[src/rtl/hex8_pkg.sv]
// Shared hex8 memory-subsystem types: default widths, arbiter FSM states and
// read-return owner tags.
package hex8_pkg;
    localparam int HEX8_ADDR_W = 8;
    localparam int HEX8_DATA_W = 8;
    localparam int HEX8_LEN_W  = 4;

    typedef enum logic {IDLE, HBURST} state_t;
    typedef enum logic [1:0] {NONE, CORE, HOST} owner_t;
endpackage

[src/rtl/hex8_mem_arb_if.sv]
// Bundle of core, host and memory-port signals around the hex8 memory arbiter.
// slave = arbiter view, master = surrounding system (core, host, array).
interface hex8_mem_arb_if
    import hex8_pkg::*;
#(
    parameter int ADDR_W = HEX8_ADDR_W,
    parameter int DATA_W = HEX8_DATA_W,
    parameter int LEN_W  = HEX8_LEN_W
);
    logic              core_req, core_we, core_gnt, core_rvalid;
    logic [ADDR_W-1:0] core_addr;
    logic [DATA_W-1:0] core_wdata, core_rdata;

    logic              host_req, host_we, host_gnt, host_rvalid, host_busy;
    logic [ADDR_W-1:0] host_addr;
    logic [LEN_W-1:0]  host_len;
    logic [DATA_W-1:0] host_wdata, host_rdata;

    logic              mem_en, mem_we;
    logic [ADDR_W-1:0] mem_addr;
    logic [DATA_W-1:0] mem_wdata, mem_rdata;

    modport slave (
        input  core_req, core_we, core_addr, core_wdata,
        output core_gnt, core_rvalid, core_rdata,
        input  host_req, host_we, host_addr, host_len, host_wdata,
        output host_gnt, host_rvalid, host_rdata, host_busy,
        output mem_en, mem_we, mem_addr, mem_wdata,
        input  mem_rdata
    );

    modport master (
        output core_req, core_we, core_addr, core_wdata,
        input  core_gnt, core_rvalid, core_rdata,
        output host_req, host_we, host_addr, host_len, host_wdata,
        input  host_gnt, host_rvalid, host_rdata, host_busy,
        input  mem_en, mem_we, mem_addr, mem_wdata,
        output mem_rdata
    );
endinterface

[src/rtl/hex8_mem_arb.sv]
// Round-robin arbiter between the hex8 core and the host loader for the single
// synchronous-read memory port; host requests may be wrapping multi-beat bursts.
module hex8_mem_arb
    import hex8_pkg::*;
#(
    parameter int ADDR_W = HEX8_ADDR_W,
    parameter int DATA_W = HEX8_DATA_W,
    parameter int LEN_W  = HEX8_LEN_W
) (
    input  logic           clk,
    input  logic           reset,
    hex8_mem_arb_if.slave  bus
);
    state_t            state;
    logic              last_host, bwe;
    logic [ADDR_W-1:0] baddr;
    logic [LEN_W-1:0]  beats_left;
    owner_t            tag;
    logic [DATA_W-1:0] core_rdata_q, host_rdata_q;

    logic idle, host_win, core_win, burst_beat;

    // Grants are qualified by reset so every output is quiet while it is held.
    assign idle       = reset && (state == IDLE);
    assign host_win   = idle && bus.host_req && (!bus.core_req || !last_host);
    assign core_win   = idle && bus.core_req && !host_win;
    assign burst_beat = reset && (state == HBURST);

    assign bus.core_gnt  = core_win;
    assign bus.host_gnt  = host_win || burst_beat;
    assign bus.host_busy = host_win || burst_beat;

    always_comb begin
        bus.mem_en    = 1'b0;
        bus.mem_we    = 1'b0;
        bus.mem_addr  = '0;
        bus.mem_wdata = '0;
        if (core_win) begin
            bus.mem_en    = 1'b1;
            bus.mem_we    = bus.core_we;
            bus.mem_addr  = bus.core_addr;
            bus.mem_wdata = bus.core_wdata;
        end else if (host_win) begin
            bus.mem_en    = 1'b1;
            bus.mem_we    = bus.host_we;
            bus.mem_addr  = bus.host_addr;
            bus.mem_wdata = bus.host_wdata;
        end else if (burst_beat) begin
            bus.mem_en    = 1'b1;
            bus.mem_we    = bwe;
            bus.mem_addr  = baddr;
            bus.mem_wdata = bus.host_wdata;
        end
    end

    always_ff @(posedge clk or negedge reset) begin
        if (!reset) begin
            state      <= IDLE;
            last_host  <= 1'b0;
            bwe        <= 1'b0;
            baddr      <= '0;
            beats_left <= '0;
        end else begin
            case (state)
                IDLE: begin
                    if (core_win) begin
                        last_host <= 1'b0;
                    end else if (host_win) begin
                        last_host <= 1'b1;
                        bwe       <= bus.host_we;
                        if (bus.host_len != '0) begin
                            baddr      <= bus.host_addr + 1'b1;
                            beats_left <= bus.host_len;
                            state      <= HBURST;
                        end
                    end
                end
                HBURST: begin
                    baddr      <= baddr + 1'b1;
                    beats_left <= beats_left - 1'b1;
                    if (beats_left == LEN_W'(1)) state <= IDLE;
                end
                default: state <= IDLE;
            endcase
        end
    end

    // Owner tag follows each read by one cycle, matching the array's latency.
    always_ff @(posedge clk or negedge reset) begin
        if (!reset) begin
            tag          <= NONE;
            core_rdata_q <= '0;
            host_rdata_q <= '0;
        end else begin
            tag <= NONE;
            if (bus.mem_en && !bus.mem_we) tag <= core_win ? CORE : HOST;
            if (tag == CORE) core_rdata_q <= bus.mem_rdata;
            if (tag == HOST) host_rdata_q <= bus.mem_rdata;
        end
    end

    assign bus.core_rvalid = (tag == CORE);
    assign bus.host_rvalid = (tag == HOST);
    assign bus.core_rdata  = (tag == CORE) ? bus.mem_rdata : core_rdata_q;
    assign bus.host_rdata  = (tag == HOST) ? bus.mem_rdata : host_rdata_q;
endmodule

[src/flat_wrapper.sv]
// flat-port wrapper written by rule: the top's interface ports become plain ports
module hex8_mem_arb_flat import hex8_pkg::*;
#(
    parameter int ADDR_W = HEX8_ADDR_W,
    parameter int DATA_W = HEX8_DATA_W,
    parameter int LEN_W  = HEX8_LEN_W
)
  (clk, reset, bus_core_req, bus_core_we, bus_core_addr, bus_core_wdata, bus_core_gnt, bus_core_rvalid, bus_core_rdata, bus_host_req, bus_host_we, bus_host_addr, bus_host_len, bus_host_wdata, bus_host_gnt, bus_host_rvalid, bus_host_rdata, bus_host_busy, bus_mem_en, bus_mem_we, bus_mem_addr, bus_mem_wdata, bus_mem_rdata);
  hex8_mem_arb_if #(.ADDR_W(ADDR_W), .DATA_W(DATA_W), .LEN_W(LEN_W)) bus_i ();
  input  logic clk;
  input  logic reset;
  input wire logic [$bits(bus_i.core_req)-1:0] bus_core_req;
  input wire logic [$bits(bus_i.core_we)-1:0] bus_core_we;
  input wire logic [$bits(bus_i.core_addr)-1:0] bus_core_addr;
  input wire logic [$bits(bus_i.core_wdata)-1:0] bus_core_wdata;
  output wire logic [$bits(bus_i.core_gnt)-1:0] bus_core_gnt;
  output wire logic [$bits(bus_i.core_rvalid)-1:0] bus_core_rvalid;
  output wire logic [$bits(bus_i.core_rdata)-1:0] bus_core_rdata;
  input wire logic [$bits(bus_i.host_req)-1:0] bus_host_req;
  input wire logic [$bits(bus_i.host_we)-1:0] bus_host_we;
  input wire logic [$bits(bus_i.host_addr)-1:0] bus_host_addr;
  input wire logic [$bits(bus_i.host_len)-1:0] bus_host_len;
  input wire logic [$bits(bus_i.host_wdata)-1:0] bus_host_wdata;
  output wire logic [$bits(bus_i.host_gnt)-1:0] bus_host_gnt;
  output wire logic [$bits(bus_i.host_rvalid)-1:0] bus_host_rvalid;
  output wire logic [$bits(bus_i.host_rdata)-1:0] bus_host_rdata;
  output wire logic [$bits(bus_i.host_busy)-1:0] bus_host_busy;
  output wire logic [$bits(bus_i.mem_en)-1:0] bus_mem_en;
  output wire logic [$bits(bus_i.mem_we)-1:0] bus_mem_we;
  output wire logic [$bits(bus_i.mem_addr)-1:0] bus_mem_addr;
  output wire logic [$bits(bus_i.mem_wdata)-1:0] bus_mem_wdata;
  input wire logic [$bits(bus_i.mem_rdata)-1:0] bus_mem_rdata;
  assign bus_i.core_req = bus_core_req;
  assign bus_i.core_we = bus_core_we;
  assign bus_i.core_addr = bus_core_addr;
  assign bus_i.core_wdata = bus_core_wdata;
  assign bus_core_gnt = bus_i.core_gnt;
  assign bus_core_rvalid = bus_i.core_rvalid;
  assign bus_core_rdata = bus_i.core_rdata;
  assign bus_i.host_req = bus_host_req;
  assign bus_i.host_we = bus_host_we;
  assign bus_i.host_addr = bus_host_addr;
  assign bus_i.host_len = bus_host_len;
  assign bus_i.host_wdata = bus_host_wdata;
  assign bus_host_gnt = bus_i.host_gnt;
  assign bus_host_rvalid = bus_i.host_rvalid;
  assign bus_host_rdata = bus_i.host_rdata;
  assign bus_host_busy = bus_i.host_busy;
  assign bus_mem_en = bus_i.mem_en;
  assign bus_mem_we = bus_i.mem_we;
  assign bus_mem_addr = bus_i.mem_addr;
  assign bus_mem_wdata = bus_i.mem_wdata;
  assign bus_i.mem_rdata = bus_mem_rdata;
  hex8_mem_arb #(.ADDR_W(ADDR_W), .DATA_W(DATA_W), .LEN_W(LEN_W)) u_core (.clk(clk), .reset(reset), .bus(bus_i));
endmodule
[config.mk]
export PLATFORM = sky130hd
export DESIGN_NAME = hex8_mem_arb_flat
export DESIGN_NICKNAME = d
export VERILOG_FILES = /design/src/rtl/hex8_pkg.sv /design/src/rtl/hex8_mem_arb_if.sv /design/src/rtl/hex8_mem_arb.sv /design/src/flat_wrapper.sv
export SDC_FILE = /design/constraint.sdc
export NUM_CORES = 1
export LEC_CHECK = 0
export ABC_AREA = 1
export BUFFER_PORTS_ARGS = -buffer_cell sky130_fd_sc_hd__buf_2
export CAP_MARGIN = 20
export CELL_PAD_IN_SITES_DETAIL_PLACEMENT = 0
export CELL_PAD_IN_SITES_GLOBAL_PLACEMENT = 1
export CORE_MARGIN = 4
export CORE_UTILIZATION = 25
export CTS_CLUSTER_DIAMETER = 100
export DETAILED_ROUTE_END_ITERATION = 6
export GPL_TIMING_DRIVEN = 0
export PLACE_DENSITY = 0.67
export SETUP_SLACK_MARGIN = 0.5
export SLEW_MARGIN = 25
export SYNTH_ARGS = -nofsm -noshare
export SYNTH_HDL_FRONTEND = slang
export SYNTH_SLANG_ARGS = --single-unit
[constraint.sdc]
create_clock -name clk -period 4.2 [get_ports clk]
set_clock_uncertainty 0.1 [all_clocks]
set_input_delay 1.26 -clock clk [delete_from_list [all_inputs] [get_ports clk]]
set_output_delay 1.26 -clock clk [all_outputs]
set_load 0.1 [all_outputs]
==> results.cfg, run 1 <==
[run]
maxCapViolations = 0

[cells_and_area]
layout_commonest_cell = nand2_1
mostFrequentLayoutCells = 79 x nand2_1, 67 x buf_2, 33 x dfrtp_1
stdcell_count = 474
nets = 427
fin_util_pct = 44.07
drive_gt1_share_pct = 47.20
syn_to_final_growth_pct = 67.81
antenna_cells = 0

[global_route]
grt.overflow.total = 0
antenna_found_initial = 0
grt_pass1_vias = 1924
grt_max_degree = 19
grtUsageTotal_pct = 13.13
grt_pass1_wl_um = 9301

[critical_path]
crit_top_cell = clkinvlp_4
critPathLaunchType = primary input
critPathBufInv = 4
cp_data_required_time_ns = 2.84
path_class = in -> out
reg2reg_to = u_core.baddr[6]$_DFFE_PN0P_
worstReg2RegStart = u_core.state$_DFF_PN0_
setup.worst_path.end_class = primary output
crit_family = buffers and inverters
worst-path-stages = 7
reg2reg_slack_ns = 2.51
endpoint = bus_mem_wdata[7]
reg2reg_depth = 9
slowest_stage = a22o_4
critPathMaxStageDelay_ns = 0.23
arrival_ns = 2.30
path_cells = buf_16 > nand2_2 > clkinvlp_4 > nor2_4 > clkinvlp_4 > a22o_4 > buf_8
cp-startpoint = reset
worstPathMaxFanout = 9

[synth]
synth_cells = 263
seq_area_frac_synth_pct = 42.66
synth_nets = 316
synthFlopType = dfrtp_1
synth.largest_area_cell = dfrtp_1
yosys_warnings = 0
ys_seq_elements = 33
yosys-top-cells-area = dfrtp_1 43%, nand2_1 19%, o21ai_0 8.3%
synth_edf_count = 0
syn-cell-area_um2 = 1936
yosysTopAreaCellShare_pct = 42.66
synthArstFlopShare_pct = 100.0
ys_types = 28
avgSynthCellArea_um2 = 7.360

[clock_network]
cts_root_buf = clkbuf_8
path_clk_slew_ns = 0.07
tritoncts = built
clock_latency_ns = 0.28
hold_buffers = 0
cts_buffer_depth = 2
cts.sinks = 33
h-tree-depth = 2
cts_made_buffers = 5

[die]
dieWidth_um = 95.99
core-area_um2 = 7370
start_util_pct = 26.26
dieArea_um2 = 9214
pin_count = 89
num_rows = 31
die_h_um = 95.99

[place]
place_inst = 450
routabilityCongestion = 0.8176
port_buffers = 88
dpl.hpwl_um = 4555

[route]
vias = 2094
drc_errors = 0
drtIter0Drc = 61
routed_wl_um = 6333
postRouteAntennaNets = 0
dr.pass1.iters = 4
routedWlPerCell_um = 13.36
routed_via_density = 4.418

[sta]
hold_viol = 0
drv_slew = 0
holdWs_ns = 0.3681
worstMarginPinSlew_ns = 0.4962
relSlewSlack_pct = 67.15
setup_viol = 0
fmax_ghz = 0.2729
fin_crit_sh_pct = 87.25
period_minus_slack_ns = 3.665
rsz0062_at_grt = yes

[worst_hold_path]
worstHoldPathType = reg -> reg

[run_status]
status = complete, no violations
## cell usage after synthesis, types with 2 or more instances
cell       n
inv_1     28
nor2_1    15
inv_2      2
o21ai_0   32
nand2_2    3
ha_1       3
nand3_1   13
a22oi_1    9
o211ai_1   2
a21oi_1    3
clkbuf_1   2
dfrtp_1   33
nand2_4    3
nand2_1   98
buf_6      4
## logic make-up after synthesis
logic type                 count (synthesis)  synth area share (%)
buffers and inverters                     40                 10.67
and+or+nand+nor                          137                 29.93
xor gates and xnor gates                   1                0.4526
DFF                                       33                 42.66
AOI/OAI and AO/OA                         49                 14.35
adders and majority gates                  3                 1.939
## through the flow
stage	worst slack [ns]	setup TNS (ns)	instance area (µm²)
floorplan	-0.1257	-0.1257	2106
global placement	-0.5070	-8.265	2670
detailed placement	-0.5069	-8.388	2670
CTS	0.4710	0	3059
global route	0.4845	0	3248
finish	0.5354	0	3248
## state kept, by name, summed over array words and instances, names as in the netlist
signal,count
u_core.state,1
u_core.last_host,1
u_core.tag,2
u_core.host_rdata_q,8
u_core.core_rdata_q,8
u_core.beats_left,4
u_core.bwe,1
u_core.baddr,8
## worst min-delay path by stage
stage / slack (ns) / startpoint / to / cells after the start
2_1_floorplan: 0.34 / u_core.bwe$_DFFE_PN0P_ / u_core.bwe$_DFFE_PN0P_ / 2
3_3_place_gp: 0.35 / u_core.core_rdata_q[2]$_DFF_PN0_ / u_core.core_rdata_q[2]$_DFF_PN0_ / 2
3_5_place_dp: 0.36 / u_core.host_rdata_q[2]$_DFF_PN0_ / u_core.host_rdata_q[2]$_DFF_PN0_ / 2
4_1_cts: 0.37 / u_core.host_rdata_q[5]$_DFF_PN0_ / u_core.host_rdata_q[5]$_DFF_PN0_ / 2
5_1_grt: 0.38 / u_core.core_rdata_q[5]$_DFF_PN0_ / u_core.core_rdata_q[5]$_DFF_PN0_ / 2
6_report: 0.37 / u_core.core_rdata_q[5]$_DFF_PN0_ / u_core.core_rdata_q[5]$_DFF_PN0_ / 2
## layer usage
layer | share of wire, % | up-vias | wire length, µm | track usage (%)
li1 | - | 1071 | - | -
met1 | 43 | 960 | 2709 | 16.17
met2 | 50 | 57 | 3196 | 22.60
met4 | 0.96 | 0 | 61 | 3.555
met5 | 0 | - | 0 | 0
met3 | 5.8 | 6 | 365 | 3.362
## worst min-delay path: stages, from the launching register on
cell,delay [ns]
dfrtp_1,0.32
nand2_1,0.06
o21ai_2,0.06
## final cells by class
class / instances / area, µm²
inverters: 30 / 125.1
multi-input cells: 190 / 1089
plain buffers: 10 / 111.4
clock inverters: 1 / 30.03
flip-flops and latches: 33 / 825.8
repair buffers: 104 / 857.1
clock buffers: 7 / 86.33
well taps: 99 / 123.9
fillers: 747 / 4121
## what timing repair did
action | in CTS | in global routing
setup endpoints to repair | 21 | 23
gates resized for setup | 63 | 22
pin swaps | 2 | 5
setup buffers | 3 | 10
endpoints found under the hold margin | 0 | 0
gates cloned | 1 | 2
Power of run 1 is not shown: default switching activity piles up to over one toggle a cycle in this logic, so the estimate is an artifact.
==> run 2: changes to the inputs <==
REMOVE_ABC_BUFFERS = 1   (was default)
SKIP_LAST_GASP = 1   (was default)
==> results.cfg, run 2 (synthesized netlist as in run 1, its figures left out) <==
[run_status]
status = complete, no violations

[sta]
period_minus_slack_ns = 3.640
setup_ws_ns = 0.5602
fin_crit_sh_pct = 86.66
relSlewSlack_pct = 65.35
fmax_ghz = 0.2747
holdWs_ns = 0.3757
rsz0062_at_grt = yes
drv_slew = 0
worstMarginPinSlew_ns = 0.5185
hold_viol = 0
setup_viol = 0

[cells_and_area]
syn_to_final_growth_pct = 50.68
nets = 413
multi_input_area_um2 = 964.7
drive_gt1_share_pct = 36.29
layout_commonest_cell = nand2_1
antenna_cells = 0
stdcell_count = 460
reg.largest.list = u_core.baddr (8), u_core.core_rdata_q (8), u_core.host_rdata_q (8)
seqCellArea_um2 = 825.8
mostFrequentLayoutCells = 94 x nand2_1, 66 x buf_2, 33 x dfrtp_1
fill_cells = 800
fin_util_pct = 39.58

[critical_path]
slowest_stage = o211ai_1
path_cells = buf_16 > nand2_4 > nor2_4 > nand2_4 > o211ai_1 > buf_6
critPathMaxStageDelay_ns = 0.27
critPathLaunchType = primary input
path_class = in -> out
crit_top_cell = nand2_4
worstPathMaxFanout = 18
cp_data_required_time_ns = 2.84
arrival_ns = 2.28
setup.worst_path.end_class = primary output

[route]
postRouteAntennaNets = 0
routed_via_density = 4.365
routed_wl_um = 5936
drc_errors = 0
vias = 2008
drtIter0Drc = 86
dr.pass1.iters = 4
routedWlPerCell_um = 12.90

[global_route]
grt_pass1_vias = 1811
grtUsageTotal_pct = 12.87
grt.overflow.total = 0
grt_max_degree = 19
grt_pass1_wl_um = 9073
antenna_found_initial = 0

[clock_network]
tritoncts = built
clock_latency_ns = 0.29
hold_buffers = 0
cts.sinks = 33
cts_made_buffers = 5
cts_root_buf = clkbuf_8
cts_buffer_depth = 2
h-tree-depth = 2
path_clk_slew_ns = 0.07

[die]
dieWidth_um = 95.99
die_h_um = 95.99
core-area_um2 = 7370
pin_count = 89
start_util_pct = 26.26
num_rows = 31
dieArea_um2 = 9214

[place]
dpl.hpwl_um = 3955
port_buffers = 88
routabilityCongestion = 0.7636
place_inst = 440
post-place-ws_ns = -0.5703

[worst_hold_path]
worstHoldPathType = reg -> reg

[run]
maxCapViolations = 0
-- run 2: cell count changes in the layout (fill, tap and decap cells not counted), sizes merged --
cell    delta
buf       -11
clkbuf     -7
inv        +3
nor2       +1
-- run 2: per-stage QoR --
stage               instance area, µm²  setup TNS (ns)
global placement                  2406          -9.319
detailed placement                2406          -8.718
global route                      2917               0
finish                            2917               0
floorplan                         1842          -25.20
CTS                               2779               0
-- run 2: path summary, 6_finish.rpt --
kind,cells after the start,start,slack (ns),end
max,6,reset,0.56,bus_mem_we
min,2,u_core.bwe$_DFFE_PN0P_,0.38,u_core.bwe$_DFFE_PN0P_
max reg2reg,8,u_core.state$_DFF_PN0_,2.00,u_core.baddr[4]$_DFFE_PN0P_
min reg2reg,2,u_core.bwe$_DFFE_PN0P_,0.38,u_core.bwe$_DFFE_PN0P_
max in group asynchronous,1,reset,3.08,u_core.host_rdata_q[6]$_DFF_PN0_
min in group asynchronous,1,reset,0.67,u_core.baddr[7]$_DFFE_PN0P_
-- run 2: area by class of cell --
type                    count  share of cell area [%]
repair inverters            1                  0.2145
clock inverters             3                   1.587
repair buffers             98                   26.04
inverters                  30                   4.161
multi-input cells         191                   33.08
clock buffers               5                   2.360
well taps                  99                   4.247
flip-flops and latches     33                   28.31
-- run 2: critical path: cells and delay by family --
kind                   cells  cell delay, ns
buffers and inverters      2            0.41
AOI/OAI and AO/OA          1            0.27
and+or+nand+nor            3            0.32
-- run 2: repair_timing --
item                       4_1_cts  5_1_grt
buffers inserted                 6        3
pin swaps                        3        7
cloned                           3        0
setup endpoints to repair       21       19
gates resized for setup         52       31
-- run 2: per-layer routing --
layer  track usage, %  part of all wire [%]  vias up
li1                 -                     -     1038
met1            18.18                    47      916
met2            19.84                    47       49
met3            2.893                   5.6        5
met4            3.199                  0.77        0
met5                0                     0        -
Power of run 2 is left out for the same reason.
